===== config.mk =====
export PLATFORM = sky130hd
export DESIGN_NAME = multicycle_control_unit_flat
export DESIGN_NICKNAME = d
export VERILOG_FILES = /design/src/rtl/mcu_pkg.sv /design/src/rtl/multicycle_control_unit_if.sv /design/src/rtl/mcu_opcode_decoder.sv /design/src/rtl/multicycle_control_unit.sv /design/src/flat_wrapper.sv
export SDC_FILE = /design/constraint.sdc
export NUM_CORES = 1
export LEC_CHECK = 0
export ABC_AREA = 0
export BUFFER_PORTS_ARGS = -buffer_cell sky130_fd_sc_hd__buf_4
export CAP_MARGIN = 20
export CORE_ASPECT_RATIO = 1.5
export CORE_MARGIN = 2
export CORE_UTILIZATION = 31
export DETAILED_ROUTE_END_ITERATION = 12
export GPL_ROUTABILITY_DRIVEN = 0
export HOLD_SLACK_MARGIN = 0.03
export PLACE_DENSITY = 0.64
export SKIP_CTS_REPAIR_TIMING = 1
export SYNTH_ARGS = -nofsm -noshare
export SYNTH_HDL_FRONTEND = slang
export SYNTH_SLANG_ARGS = --single-unit

===== constraint.sdc =====
create_clock -name clk -period 3.3 [get_ports clk]
set_input_delay 0.165 -clock clk [delete_from_list [all_inputs] [get_ports clk]]
set_output_delay 0.165 -clock clk [all_outputs]
set_load 0.01 [all_outputs]

===== src/rtl/mcu_pkg.sv =====
// mcu_pkg: state codes, opcodes, instruction classes and ALUOp encodings for the multicycle controller.
package mcu_pkg;
  typedef enum logic [2:0] {
    S_FETCH  = 3'd0,
    S_DECODE = 3'd1,
    S_EXEC   = 3'd2,
    S_MEM    = 3'd3,
    S_WB     = 3'd4,
    S_TRAP   = 3'd5
  } state_t;
  typedef enum logic [2:0] {
    C_LOAD   = 3'd0,
    C_STORE  = 3'd1,
    C_RTYPE  = 3'd2,
    C_BRANCH = 3'd3,
    C_ITYPE  = 3'd4
  } cls_t;
  localparam logic [6:0] OP_LOAD   = 7'b0000011;
  localparam logic [6:0] OP_STORE  = 7'b0100011;
  localparam logic [6:0] OP_RTYPE  = 7'b0110011;
  localparam logic [6:0] OP_BRANCH = 7'b1100011;
  localparam logic [6:0] OP_ITYPE  = 7'b0010011;
  localparam logic [1:0] ALU_ADD = 2'b00;
  localparam logic [1:0] ALU_BR  = 2'b01;
  localparam logic [1:0] ALU_R   = 2'b10;
endpackage


===== src/rtl/multicycle_control_unit_if.sv =====
// multicycle_control_unit_if: controller <-> datapath signals; master is the controller, slave the datapath.
interface multicycle_control_unit_if #(
  parameter int ALUOP_W = 2,
  parameter int CNT_W   = 16
);
  logic [6:0]         opcode;
  logic               zero;
  logic               mem_ready;
  logic               pc_write;
  logic               ir_write;
  logic               mem_read;
  logic               mem_write;
  logic               mem_to_reg;
  logic               alu_src;
  logic               reg_write;
  logic               branch_taken;
  logic [ALUOP_W-1:0] alu_op;
  logic               illegal;
  logic [2:0]         state;
  logic [CNT_W-1:0]   retired;
  modport master (
    input  opcode, zero, mem_ready,
    output pc_write, ir_write, mem_read, mem_write, mem_to_reg, alu_src, reg_write,
    output branch_taken, alu_op, illegal, state, retired
  );
  modport slave (
    output opcode, zero, mem_ready,
    input  pc_write, ir_write, mem_read, mem_write, mem_to_reg, alu_src, reg_write,
    input  branch_taken, alu_op, illegal, state, retired
  );
endinterface


===== src/rtl/mcu_opcode_decoder.sv =====
// mcu_opcode_decoder: combinational opcode -> instruction class, flagging unsupported opcodes.
module mcu_opcode_decoder
  import mcu_pkg::*;
(
  input  logic [6:0] i_opcode,
  output cls_t       o_cls,
  output logic       o_illegal
);
  always_comb begin
    o_cls = i_opcode == OP_STORE  ? C_STORE  :
            i_opcode == OP_RTYPE  ? C_RTYPE  :
            i_opcode == OP_BRANCH ? C_BRANCH :
            i_opcode == OP_ITYPE  ? C_ITYPE  : C_LOAD;
    o_illegal = !(i_opcode inside {OP_LOAD, OP_STORE, OP_RTYPE, OP_BRANCH, OP_ITYPE});
  end
endmodule


===== src/rtl/multicycle_control_unit.sv =====
// multicycle_control_unit: FETCH/DECODE/EXEC/MEM/WB controller with illegal-opcode trap and retire counter.
module multicycle_control_unit
  import mcu_pkg::*;
#(
  parameter int                 ALUOP_W     = 2,
  parameter int                 CNT_W       = 16,
  parameter logic [ALUOP_W-1:0] ITYPE_ALUOP = ALUOP_W'(2'b11)
) (
  input  logic                          clk,
  input  logic                          reset_n,
  multicycle_control_unit_if.master     bus
);
  state_t           r_state, w_next;
  cls_t             r_cls, w_cls;
  logic             w_ill, w_retire;
  logic [CNT_W-1:0] r_retired;
  mcu_opcode_decoder u_dec (.i_opcode(bus.opcode), .o_cls(w_cls), .o_illegal(w_ill));
  always_ff @(posedge clk or negedge reset_n) begin
    if (!reset_n) begin
      r_state   <= S_FETCH;
      r_cls     <= C_LOAD;
      r_retired <= '0;
    end else begin
      r_state <= w_next;
      if (r_state == S_DECODE) r_cls <= w_cls;
      if (w_retire) r_retired <= r_retired + CNT_W'(1);
    end
  end
  assign bus.state   = r_state;
  assign bus.retired = r_retired;
  // Strobes are gated by reset_n directly so they drop the moment reset asserts.
  always_comb begin
    w_next           = S_FETCH;
    w_retire         = 1'b0;
    bus.pc_write     = 1'b0;
    bus.ir_write     = 1'b0;
    bus.mem_read     = 1'b0;
    bus.mem_write    = 1'b0;
    bus.mem_to_reg   = 1'b0;
    bus.alu_src      = 1'b0;
    bus.reg_write    = 1'b0;
    bus.branch_taken = 1'b0;
    bus.alu_op       = '0;
    bus.illegal      = 1'b0;
    if (reset_n) begin
      case (r_state)
        S_FETCH: begin
          bus.mem_read = 1'b1;
          bus.pc_write = bus.mem_ready;
          bus.ir_write = bus.mem_ready;
          w_next       = bus.mem_ready ? S_DECODE : S_FETCH;
        end
        S_DECODE: w_next = w_ill ? S_TRAP : S_EXEC;
        S_EXEC: begin
          bus.alu_src      = r_cls inside {C_LOAD, C_STORE, C_ITYPE};
          bus.alu_op       = r_cls == C_BRANCH ? ALUOP_W'(ALU_BR) :
                             r_cls == C_RTYPE  ? ALUOP_W'(ALU_R)  :
                             r_cls == C_ITYPE  ? ITYPE_ALUOP      : ALUOP_W'(ALU_ADD);
          bus.pc_write     = r_cls == C_BRANCH && bus.zero;
          bus.branch_taken = r_cls == C_BRANCH && bus.zero;
          w_retire         = r_cls == C_BRANCH;
          w_next           = r_cls == C_BRANCH ? S_FETCH :
                             r_cls inside {C_LOAD, C_STORE} ? S_MEM : S_WB;
        end
        S_MEM: begin
          bus.mem_read  = r_cls == C_LOAD;
          bus.mem_write = r_cls == C_STORE;
          w_retire      = r_cls == C_STORE && bus.mem_ready;
          w_next        = !bus.mem_ready ? S_MEM : r_cls == C_LOAD ? S_WB : S_FETCH;
        end
        S_WB: begin
          bus.reg_write  = 1'b1;
          bus.mem_to_reg = r_cls == C_LOAD;
          w_retire       = 1'b1;
        end
        S_TRAP: begin
          bus.illegal = 1'b1;
          w_next      = S_TRAP;
        end
        default: w_next = S_FETCH;
      endcase
    end
  end
endmodule

===== src/flat_wrapper.sv =====
// flat-port wrapper written by rule: the top's interface ports become plain ports
module multicycle_control_unit_flat import mcu_pkg::*;
#(
  parameter int                 ALUOP_W     = 2,
  parameter int                 CNT_W       = 16,
  parameter logic [ALUOP_W-1:0] ITYPE_ALUOP = ALUOP_W'(2'b11)
)
  (clk, reset_n, bus_opcode, bus_zero, bus_mem_ready, bus_pc_write, bus_ir_write, bus_mem_read, bus_mem_write, bus_mem_to_reg, bus_alu_src, bus_reg_write, bus_branch_taken, bus_alu_op, bus_illegal, bus_state, bus_retired);
  multicycle_control_unit_if #(.ALUOP_W(ALUOP_W), .CNT_W(CNT_W)) bus_i ();
  input  logic clk;
  input  logic reset_n;
  input wire logic [$bits(bus_i.opcode)-1:0] bus_opcode;
  input wire logic [$bits(bus_i.zero)-1:0] bus_zero;
  input wire logic [$bits(bus_i.mem_ready)-1:0] bus_mem_ready;
  output wire logic [$bits(bus_i.pc_write)-1:0] bus_pc_write;
  output wire logic [$bits(bus_i.ir_write)-1:0] bus_ir_write;
  output wire logic [$bits(bus_i.mem_read)-1:0] bus_mem_read;
  output wire logic [$bits(bus_i.mem_write)-1:0] bus_mem_write;
  output wire logic [$bits(bus_i.mem_to_reg)-1:0] bus_mem_to_reg;
  output wire logic [$bits(bus_i.alu_src)-1:0] bus_alu_src;
  output wire logic [$bits(bus_i.reg_write)-1:0] bus_reg_write;
  output wire logic [$bits(bus_i.branch_taken)-1:0] bus_branch_taken;
  output wire logic [$bits(bus_i.alu_op)-1:0] bus_alu_op;
  output wire logic [$bits(bus_i.illegal)-1:0] bus_illegal;
  output wire logic [$bits(bus_i.state)-1:0] bus_state;
  output wire logic [$bits(bus_i.retired)-1:0] bus_retired;
  assign bus_i.opcode = bus_opcode;
  assign bus_i.zero = bus_zero;
  assign bus_i.mem_ready = bus_mem_ready;
  assign bus_pc_write = bus_i.pc_write;
  assign bus_ir_write = bus_i.ir_write;
  assign bus_mem_read = bus_i.mem_read;
  assign bus_mem_write = bus_i.mem_write;
  assign bus_mem_to_reg = bus_i.mem_to_reg;
  assign bus_alu_src = bus_i.alu_src;
  assign bus_reg_write = bus_i.reg_write;
  assign bus_branch_taken = bus_i.branch_taken;
  assign bus_alu_op = bus_i.alu_op;
  assign bus_illegal = bus_i.illegal;
  assign bus_state = bus_i.state;
  assign bus_retired = bus_i.retired;
  multicycle_control_unit #(.ALUOP_W(ALUOP_W), .CNT_W(CNT_W), .ITYPE_ALUOP(ITYPE_ALUOP)) u_core (.clk(clk), .reset_n(reset_n), .bus(bus_i));
endmodule

==> impl_metrics.env, run 1 <==
export IMPL_outcome="finished, final reports clean"
export IMPL_core_um2=4210
export IMPL_diodes=0
export IMPL_drv_cap=0
export IMPL_period_minus_slack_ps=2170
export IMPL_slowest_delay_ps=630
export IMPL_grt_overflow_total=0
export IMPL_ant_nets=0
export IMPL_critPathLaunch="reset_n"
export IMPL_place_worst_setup_slack_ps=1140
export IMPL_ys_seq_elements=22
export IMPL_critPathKind="input pin to flip-flop"
export IMPL_vdd_drop_max_uv=306
export IMPL_syn_area_um2=1350
export IMPL_drt_iter0_drc=70
export IMPL_die_area_um2=4910
export IMPL_r2r_slack_ps=1140
export IMPL_grt_max_degree=30
export IMPL_ios=41
export IMPL_grt_usage_pct=13.1
export IMPL_cp_required_ps=3440
export IMPL_wirelength_mm=3.01
export IMPL_finalPower_mw=0.653
export IMPL_slew_headroom_pct=46.3
export IMPL_setup_ws_ps=1130
export IMPL_via_per_inst=5.37
export IMPL_syn_area_per_cell_um2=9.85
export IMPL_ctsRootBufferMaster="clkbuf_8"
export IMPL_rr_worst_depth=4
export IMPL_nFillCells=444
export IMPL_cp_cell_sequence="dlygate4sd3_1 -> buf_4 -> nand2_1 -> nor4_4 -> nor2_1 -> mux2_2"
export IMPL_finClkSkew_ps=4.83
export IMPL_tightest_slew_ps=800
export IMPL_rsz0062_at_grt="false"
export IMPL_ys_warn_count=0
export IMPL_timing_critical_path_fanout_max=29
export IMPL_clk_latency_ps=250
export IMPL_async_flop_share_pct=100
export IMPL_cts_tree="built"
export IMPL_syn_num_nets=149
export IMPL_synth_cell_types=37
export IMPL_drc=0
export IMPL_synthCells=137
export IMPL_placedInstanceArea_um2=1650
export IMPL_port_buffers=40
export IMPL_clk_pin_slew_worst_paths_ps=70
export IMPL_finalMaxSlewViolations=0
export IMPL_cp_end_kind="flip-flop"
export IMPL_start_kind="input pin"
export IMPL_antenna_found_initial=0
export IMPL_leakagePower_nw=0.748
export IMPL_cts_sinks=22
export IMPL_reg2reg_to="u_core.bus.retired[1]$_DFFE_PN0P_"
export IMPL_grt_pass1_wl_mm=5.26
export IMPL_timing_hold_ws_ps=117
export IMPL_yosysSeqAreaShare_pct=40.8
export IMPL_rows=29
export IMPL_synthToLayoutAreaGrowth_pct=27.1
export IMPL_numCtsBuffers=3
export IMPL_crit_arrival_ps=2320
export IMPL_synth_ff_type="dfrtp_1"
export IMPL_synth_edf_count=0
export IMPL_nNetsFinal=186
export IMPL_grt_pass1_vias=1135
export IMPL_wl_per_cell_um=13.8
export IMPL_place_hpwl_mm=2.24
export IMPL_die_h_um=84.8
export IMPL_setup_viol=0
export IMPL_die_w_um=57.9
export IMPL_dr_pass1_iters=4
export IMPL_fin_tns_setup_ps=0
export IMPL_period_share_pct=65.9
export IMPL_initial_core_util_pct=32.1
export IMPL_clock_path_buffers=2
export IMPL_cp_endpoint="u_core.bus.retired[1]$_DFFE_PN0P_"
export IMPL_vias=1177
export IMPL_max_clock_freq_mhz=460
export IMPL_design_area_um2=1720
export IMPL_r2r_start="u_core.r_cls[1]$_DFFE_PN0N_"
export IMPL_hold_viol_final=0
export IMPL_hold_class="input pin to flip-flop"
export IMPL_pwr_density_cell_nw_per_um2=381
export IMPL_drive_gt1_share_pct=30.6
export IMPL_crit_slowest_cell="nor4_4"
export IMPL_htreeDepth=1
[registers in the layout, indices dropped and copies added (netlist names)]
name	count
u_core.bus.retired	16
u_core.bus.state	3
u_core.r_cls	3
[final cells by class]
cell class / count / area, um^2 / share of cell area (%)
clock buffers: 4 / 55.1 / 3.21
inverters: 5 / 18.8 / 1.09
multi-input cells: 100 / 716 / 41.7
flip-flops and latches: 22 / 551 / 32.1
well taps: 46 / 57.6 / 3.36
repair buffers: 42 / 318 / 18.5
[stage by stage]
stage	instances	util [%]
2_1_floorplan	137	-
3_5_place_dp	214	39.2
3_3_place_gp	214	39.2
5_1_grt	219	40.8
6_report	219	40.8
4_1_cts	218	40.5
[power breakdown]
part           leakage (nW)  switching, mW  internal [mW]
combinational         0.418         0.0591         0.0728
clock                0.0288         0.0822          0.106
sequential            0.301         0.0413          0.292
[cell usage in the layout (no fill, tap or decap), types with 3 or more instances in the layout]
master / count
a21oi_1: 3
clkbuf_8: 4
o21ai_0: 6
nand4bb_1: 3
o2111ai_1: 6
nor2_1: 5
o211ai_1: 4
and3_1: 5
xnor2_1: 17
nor4_1: 3
nor3_1: 6
buf_4: 41
nand2b_1: 3
dfrtp_1: 22
nand2_1: 9
inv_1: 5
[logic make-up (layout without fill, tap and decap cells)]
logic type                 count (synthesis)  in the layout  share of synthesized area, %
and+or+nand+nor                           50             50                          22.9
buffers and inverters                     15             51                          6.21
muxes                                      2              2                          1.67
xor gates and xnor gates                  17             17                          11.0
DFF                                       22             22                          40.8
adders and majority gates                  1              1                         0.927
AOI/OAI and AO/OA                         30             30                          16.5
[per-layer routing]
layer / vias to the layer above / global-route usage, % / part of all wire (%)
met5: - / 0 / 0
met4: 0 / 3.38 / 0.70
met3: 4 / 1.83 / 7.1
met2: 49 / 22.1 / 50
met1: 550 / 17.5 / 42
li1: 574 / - / -
[synthesized netlist by cell type (4+ instances only)]
| cell type | count | area, um^2 |
|---|---|---|
| nor2_1 | 5 | 18.8 |
| inv_1 | 5 | 18.8 |
| and3_1 | 5 | 31.3 |
| nor3_1 | 6 | 30.0 |
| o21ai_0 | 6 | 30.0 |
| o2111ai_1 | 6 | 52.6 |
| nand2_1 | 9 | 33.8 |
| buf_2 | 4 | 20.0 |
| dfrtp_1 | 22 | 551 |
| xnor2_1 | 17 | 149 |
| o211ai_1 | 4 | 30.0 |
[worst min path at each step]
stage	from	end	slack (ps)	cells past startpoint
floorplan	reset_n	u_core.bus.retired[0]$_DFFE_PN0P_	-130	0
global placement	reset_n	u_core.r_cls[0]$_DFFE_PN0N_	90	1
detailed placement	reset_n	u_core.r_cls[1]$_DFFE_PN0N_	100	1
CTS	reset_n	u_core.bus.retired[7]$_DFFE_PN0P_	-180	1
global route	bus_opcode[4]	u_core.r_cls[0]$_DFFE_PN0N_	120	2
finish	bus_opcode[4]	u_core.r_cls[0]$_DFFE_PN0N_	120	2
[critical path, delay by kind of cell]
family	cells	cell delay (ps)
buffers and inverters	2	860
muxes	1	310
and+or+nand+nor	3	980
Power figures use the tool's default switching activity.
==> run 2, diff against run 1 <==
--- a/config.mk
+++ b/config.mk
@@ -5,7 +5,7 @@
 export SDC_FILE = /design/constraint.sdc
 export NUM_CORES = 1
 export LEC_CHECK = 0
-export ABC_AREA = 0
+export ABC_AREA = 1
 export BUFFER_PORTS_ARGS = -buffer_cell sky130_fd_sc_hd__buf_4
 export CAP_MARGIN = 20
 export CORE_ASPECT_RATIO = 1.5
@@ -14,7 +14,7 @@
 export DETAILED_ROUTE_END_ITERATION = 12
 export GPL_ROUTABILITY_DRIVEN = 0
 export HOLD_SLACK_MARGIN = 0.03
-export PLACE_DENSITY = 0.64
+export PLACE_DENSITY = 0.63
 export SKIP_CTS_REPAIR_TIMING = 1
 export SYNTH_ARGS = -nofsm -noshare
 export SYNTH_HDL_FRONTEND = slang
==> constraint.sdc (replaced) <==
create_clock -name clk -period 2.16 [get_ports clk]
set_input_delay 0.108 -clock clk [delete_from_list [all_inputs] [get_ports clk]]
set_output_delay 0.108 -clock clk [all_outputs]
set_load 0.01 [all_outputs]
==> run 2 against run 1 <==
  * Total power increased by 56%
  * Synthesized area is 11% higher
  * Core utilization is 0.18 points higher
  * Combinational power grew 73%
  * Die area up 10%
  * Via count is 32% higher
  * Sequential cell count is the same
  * Final area increased by 13%
  * Sequential share of layout area fell by 3.7 points
  * Routed wire length rose by 30%
==> impl_metrics.env, run 2 <==
export IMPL_outcome="finished, final reports clean"
export IMPL_hold_class="input pin to flip-flop"
export IMPL_place_hpwl_mm=3.04
export IMPL_yosys_top_cells_area="dfrtp_1 (37%), nand2_1 (20%), nand3_1 (8.7%), nor2_1 (7.0%), inv_1 (4.8%)"
export IMPL_cp_required_ps=2050
export IMPL_setup_ws_ps=417
export IMPL_rr_worst_depth=6
export IMPL_dpl_cell_count=328
export IMPL_leakagePower_nw=0.978
export IMPL_hold_viol_final=0
export IMPL_finalMaxSlewViolations=0
export IMPL_antenna_found_initial=0
export IMPL_layout_commonest_cell="nand2_1"
export IMPL_yosysSeqAreaShare_pct=36.8
export IMPL_place_worst_setup_slack_ps=617
export IMPL_initial_core_util_pct=31.6
export IMPL_drt_iter0_drc=80
export IMPL_htreeDepth=1
export IMPL_clk_latency_ps=260
export IMPL_cts_sinks=22
export IMPL_core_um2=4730
export IMPL_syn_area_per_cell_um2=6.72
export IMPL_period_minus_slack_ps=1740
export IMPL_yosysMostFrequentCell="nand2_1"
export IMPL_dr_pass1_iters=4
export IMPL_synth_edf_count=0
export IMPL_ios=41
export IMPL_syn_area_um2=1500
export IMPL_crit_arrival_ps=1630
export IMPL_finClkSkew_ps=2.67
export IMPL_ant_nets=0
export IMPL_wirelength_mm=3.91
export IMPL_grt_pass1_wl_mm=6.41
export IMPL_cts_tree="built"
export IMPL_start_kind="input pin"
export IMPL_drc=0
export IMPL_synthToLayoutAreaGrowth_pct=29.3
export IMPL_syn_num_nets=235
export IMPL_critPathKind="input pin to primary output"
export IMPL_layout_cells_non_filler=333
export IMPL_synth_commonest_cells="nand2_1 (79), nor2_1 (28), nand3_1 (26)"
export IMPL_layout_common_cells="nand2_1 (79), buf_4 (42), nor2_1 (28)"
export IMPL_wl_per_cell_um=11.7
export IMPL_multi_input_comb_area_um2=845
export IMPL_yosys_area_top_type_share_pct=36.8
export IMPL_crit_family="buffers and inverters"
export IMPL_rows=31
export IMPL_diodes=0
export IMPL_r2r_slack_ps=610
export IMPL_nNetsFinal=280
export IMPL_grt_max_degree=23
export IMPL_cp_cell_sequence="dlygate4sd3_1 -> buf_4 -> inv_2 -> nor2_2 -> inv_1 -> nor2_1 -> or2_2 -> buf_4"
export IMPL_largest_reg_flops=16
export IMPL_ys_warn_count=0
export IMPL_ys_seq_elements=22
export IMPL_pwr_density_cell_nw_per_um2=526
export IMPL_tightest_slew_ps=406
export IMPL_setup_viol=0
export IMPL_grt_overflow_total=0
export IMPL_grt_usage_pct=15.4
export IMPL_numCtsBuffers=3
export IMPL_whs_path_depth=3
export IMPL_die_h_um=89.1
export IMPL_timing_critical_path_fanout_max=10
export IMPL_max_clock_freq_mhz=574
export IMPL_fin_tns_setup_ps=0
export IMPL_die_area_um2=5410
export IMPL_grt_pass1_vias=1524
export IMPL_synth_ff_type="dfrtp_1"
export IMPL_crit_cells=8
export IMPL_vdd_drop_max_uv=193
export IMPL_nFillCells=521
export IMPL_slew_headroom_pct=72.7
export IMPL_vias=1550
export IMPL_clock_path_buffers=2
export IMPL_slowest_delay_ps=540
export IMPL_synthCells=223
export IMPL_cp_common_cell="buf_4"
export IMPL_worst_path_buf_inv=5
export IMPL_port_buffers=40
export IMPL_ctsRootBufferMaster="clkbuf_8"
export IMPL_ff_latch_area_um2=551
export IMPL_async_flop_share_pct=100
export IMPL_drv_cap=0
export IMPL_synth_cell_types=26
export IMPL_cp_end_kind="primary output"
export IMPL_period_share_pct=80.7
export IMPL_clk_pin_slew_worst_paths_ps=80
export IMPL_die_w_um=60.8
export IMPL_crit_slowest_cell="dlygate4sd3_1"
export IMPL_yosys_area_top_type="dfrtp_1"
export IMPL_rsz0062_at_grt="false"
export IMPL_via_per_inst=4.65
export IMPL_drive_gt1_share_pct=21.7
==> run 2: worst paths after layout <==
check	startpoint	end
min	bus_opcode[6]	u_core.r_cls[1]$_DFFE_PN0N_
min reg2reg	u_core.r_cls[0]$_DFFE_PN0N_	u_core.r_cls[0]$_DFFE_PN0N_
min in group asynchronous	reset_n	u_core.bus.retired[5]$_DFFE_PN0P_
max in group asynchronous	reset_n	u_core.bus.retired[9]$_DFFE_PN0P_
max reg2reg	u_core.bus.state[1]$_DFF_PN0_	u_core.bus.retired[13]$_DFFE_PN0P_
max	reset_n	bus_pc_write
==> run 2: area by class of cell <==
type,instances,share of cell area [%]
Multi-Input combinational cell,177,43.6
Timing Repair Buffer,43,16.8
Inverter,21,4.07
Clock buffer,4,2.84
Tap cell,66,4.26
Sequential cell,22,28.4
==> run 2: logic make-up (layout without fill, tap and decap cells) <==
kind of cell    after synthesis  in the layout  synth area share [%]
buf+inv                      24             68                  6.85
compound gates               15             15                  5.93
flops                        22             22                  36.8
fa+ha+maj                     1              1                 0.835
simple gates                154            154                  45.5
xor+xnor                      7              7                  4.09
==> run 2: stage by stage <==
step / area [um^2] / util, % / hold WS (ps) / power (mW)
CTS: 1930 / 40.7 / -161 / 1.03
floorplan: 1500 / - / -188 / 0.613
global placement: 1870 / 39.6 / 128 / 0.728
finish: 1940 / 40.9 / 136 / 1.02
global route: 1940 / 40.9 / 147 / 1.08
detailed placement: 1870 / 39.6 / 128 / 0.728
==> run 2: per-layer routing <==
layer / global-route usage (%) / vias to the layer above / wire, um
li1: - / 800 / -
met1: 17.3 / 694 / 1620
met2: 29.3 / 50 / 2080
met3: 1.45 / 6 / 149
met4: 5.34 / 0 / 57
met5: 0 / - / 0
==> run 2: worst reg2reg max path: stages, from the launching register on <==
cell and delay [ps]:
dfrtp_1 460, nand2_1 120, nor2_4 180, nand4_4 290
nand2_4 290, nand2_1 90, nand2_1 60
==> run 2: power by group <==
group / switching (mW) / internal, mW
combinational: 0.124 / 0.104
sequential: 0.0466 / 0.444
clock: 0.138 / 0.163
==> run 3, diff against run 2 <==
==> constraint.sdc (replaced) <==
create_clock -name clk -period 1.68 [get_ports clk]
set_input_delay 0.084 -clock clk [delete_from_list [all_inputs] [get_ports clk]]
set_output_delay 0.084 -clock clk [all_outputs]
set_load 0.01 [all_outputs]
==> run 3 against run 2 <==
  * Count of clock-buffer cells in the layout is 1 lower
  * Clock skew is 1.8 ps higher
  * First-iteration DRC count is 34% higher
  * Total power is 24% higher
  * Via count is 2.1% higher
  * Critical endpoint is now bus_alu_src
  * Largest cell class unchanged
  * Highest routed layer unchanged
==> impl_metrics.env, run 3 (same netlist as run 2, synthesis figures left out) <==
export IMPL_cp_required_ps=1600
export IMPL_place_hpwl_mm=3.10
export IMPL_dr_pass1_iters=4
export IMPL_tightest_slew_ps=456
export IMPL_timing_critical_path_fanout_max=4
export IMPL_timing_hold_ws_ps=124
export IMPL_grt_pass1_vias=1555
export IMPL_numCtsBuffers=3
export IMPL_wl_per_cell_um=11.9
export IMPL_worst_path_buf_inv=2
export IMPL_period_share_pct=93.7
export IMPL_diodes=0
export IMPL_cts_sinks=22
export IMPL_finalPower_mw=1.27
export IMPL_outcome="finished, final reports clean"
export IMPL_drc=0
export IMPL_crit_arrival_ps=1490
export IMPL_cp_cell_sequence="nor2_2 -> nand2_2 -> nor2_4 -> inv_1 -> a211oi_1 -> buf_4"
export IMPL_ctsRootBufferMaster="clkbuf_8"
export IMPL_grt_pass1_wl_mm=6.69
export IMPL_die_h_um=89.1
export IMPL_clk_latency_ps=270
export IMPL_hold_viol_final=0
export IMPL_layout_common_cells="nand2_1 (79), buf_4 (46), nor2_1 (27)"
export IMPL_layout_commonest_cell="nand2_1"
export IMPL_leakagePower_nw=1.00
export IMPL_r2r_slack_ps=160
export IMPL_critPathKind="flip-flop to primary output"
export IMPL_via_per_inst=4.69
export IMPL_port_buffers=40
export IMPL_setup_viol=0
export IMPL_pwr_density_cell_nw_per_um2=637
export IMPL_crit_slowest_cell="dfrtp_1"
export IMPL_wirelength_mm=4.01
export IMPL_rsz0062_at_grt="true"
export IMPL_drive_gt1_share_pct=23.6
export IMPL_cts_tree="built"
export IMPL_largest_reg_flops=16
export IMPL_initial_core_util_pct=31.6
export IMPL_place_worst_setup_slack_ps=125
export IMPL_die_area_um2=5410
export IMPL_ios=41
export IMPL_grt_overflow_total=0
export IMPL_clk_pin_slew_worst_paths_ps=80
export IMPL_drt_iter0_drc=107
export IMPL_cp_end_kind="primary output"
export IMPL_ant_nets=0
export IMPL_crit_family="flip-flops"
export IMPL_vdd_drop_max_uv=275
export IMPL_die_w_um=60.8
export IMPL_max_clock_freq_mhz=635
export IMPL_period_minus_slack_ps=1570
export IMPL_finClkSkew_ps=4.47
export IMPL_nNetsFinal=285
export IMPL_grt_max_degree=23
export IMPL_rows=31
export IMPL_start_kind="flip-flop"
export IMPL_grt_usage_pct=16.4
export IMPL_finalMaxSlewViolations=0
export IMPL_clock_path_buffers=2
export IMPL_synthToLayoutAreaGrowth_pct=32.7
export IMPL_antenna_found_initial=0
export IMPL_slowest_delay_ps=420
export IMPL_htreeDepth=1
export IMPL_vias=1582
export IMPL_slew_headroom_pct=69.4
export IMPL_core_um2=4730
export IMPL_setup_ws_ps=105
export IMPL_hold_class="input pin to flip-flop"
export IMPL_drv_cap=0
[run 3: cell count changes in the layout (fill, tap and decap cells not counted), sizes merged]
cell    before  now
clkbuf       4    3
buf         42   47
[run 3: layout make-up]
type | count | area (um^2)
clock buffers | 3 | 41.3
fillers | 521 | 2750
inverters | 21 | 78.8
multi-input cells | 177 | 857
repair buffers | 48 | 375
flip-flops and latches | 22 | 552
well taps | 66 | 82.6
[run 3: worst min-delay path, delay by kind of cell]
kind / cells / cell delay (ps)
compound gates: 2 / 170
buf+inv: 1 / 90
[run 3: path summary, 6_finish.rpt]
kind / endpoint / cells after the start / start
worst max-delay path: bus_alu_src / 6 / u_core.bus.state[0]$_DFF_PN0_
worst min-delay path: u_core.r_cls[1]$_DFFE_PN0N_ / 3 / bus_opcode[6]
worst max register to register: u_core.bus.retired[14]$_DFFE_PN0P_ / 8 / u_core.bus.retired[0]$_DFFE_PN0P_
worst min register to register: u_core.r_cls[0]$_DFFE_PN0N_ / 2 / u_core.r_cls[0]$_DFFE_PN0N_
max in group asynchronous: u_core.bus.state[2]$_DFF_PN0_ / 3 / reset_n
min in group asynchronous: u_core.bus.retired[13]$_DFFE_PN0P_ / 3 / reset_n
[run 3: metrics by stage]
step                util [%]  cells  cell area [um^2]  setup TNS (ps)
floorplan                  -    223              1500               0
global placement        40.3    331              1910               0
detailed placement      40.3    331              1910               0
CTS                     41.2    334              1950               0
global route            42.0    337              1990           -64.1
finish                  42.0    337              1990               0
[run 3: report_power, final]
part	switching [mW]	internal, mW
combinational	0.161	0.143
clock	0.170	0.160
sequential	0.0598	0.571
[run 3: metal layers]
layer / GRT usage (%) / part of all wire [%]
met1: 18.0 / 42
met2: 28.9 / 50
met4: 8.70 / 2.5
met3: 3.04 / 5.8
met5: 0 / 0
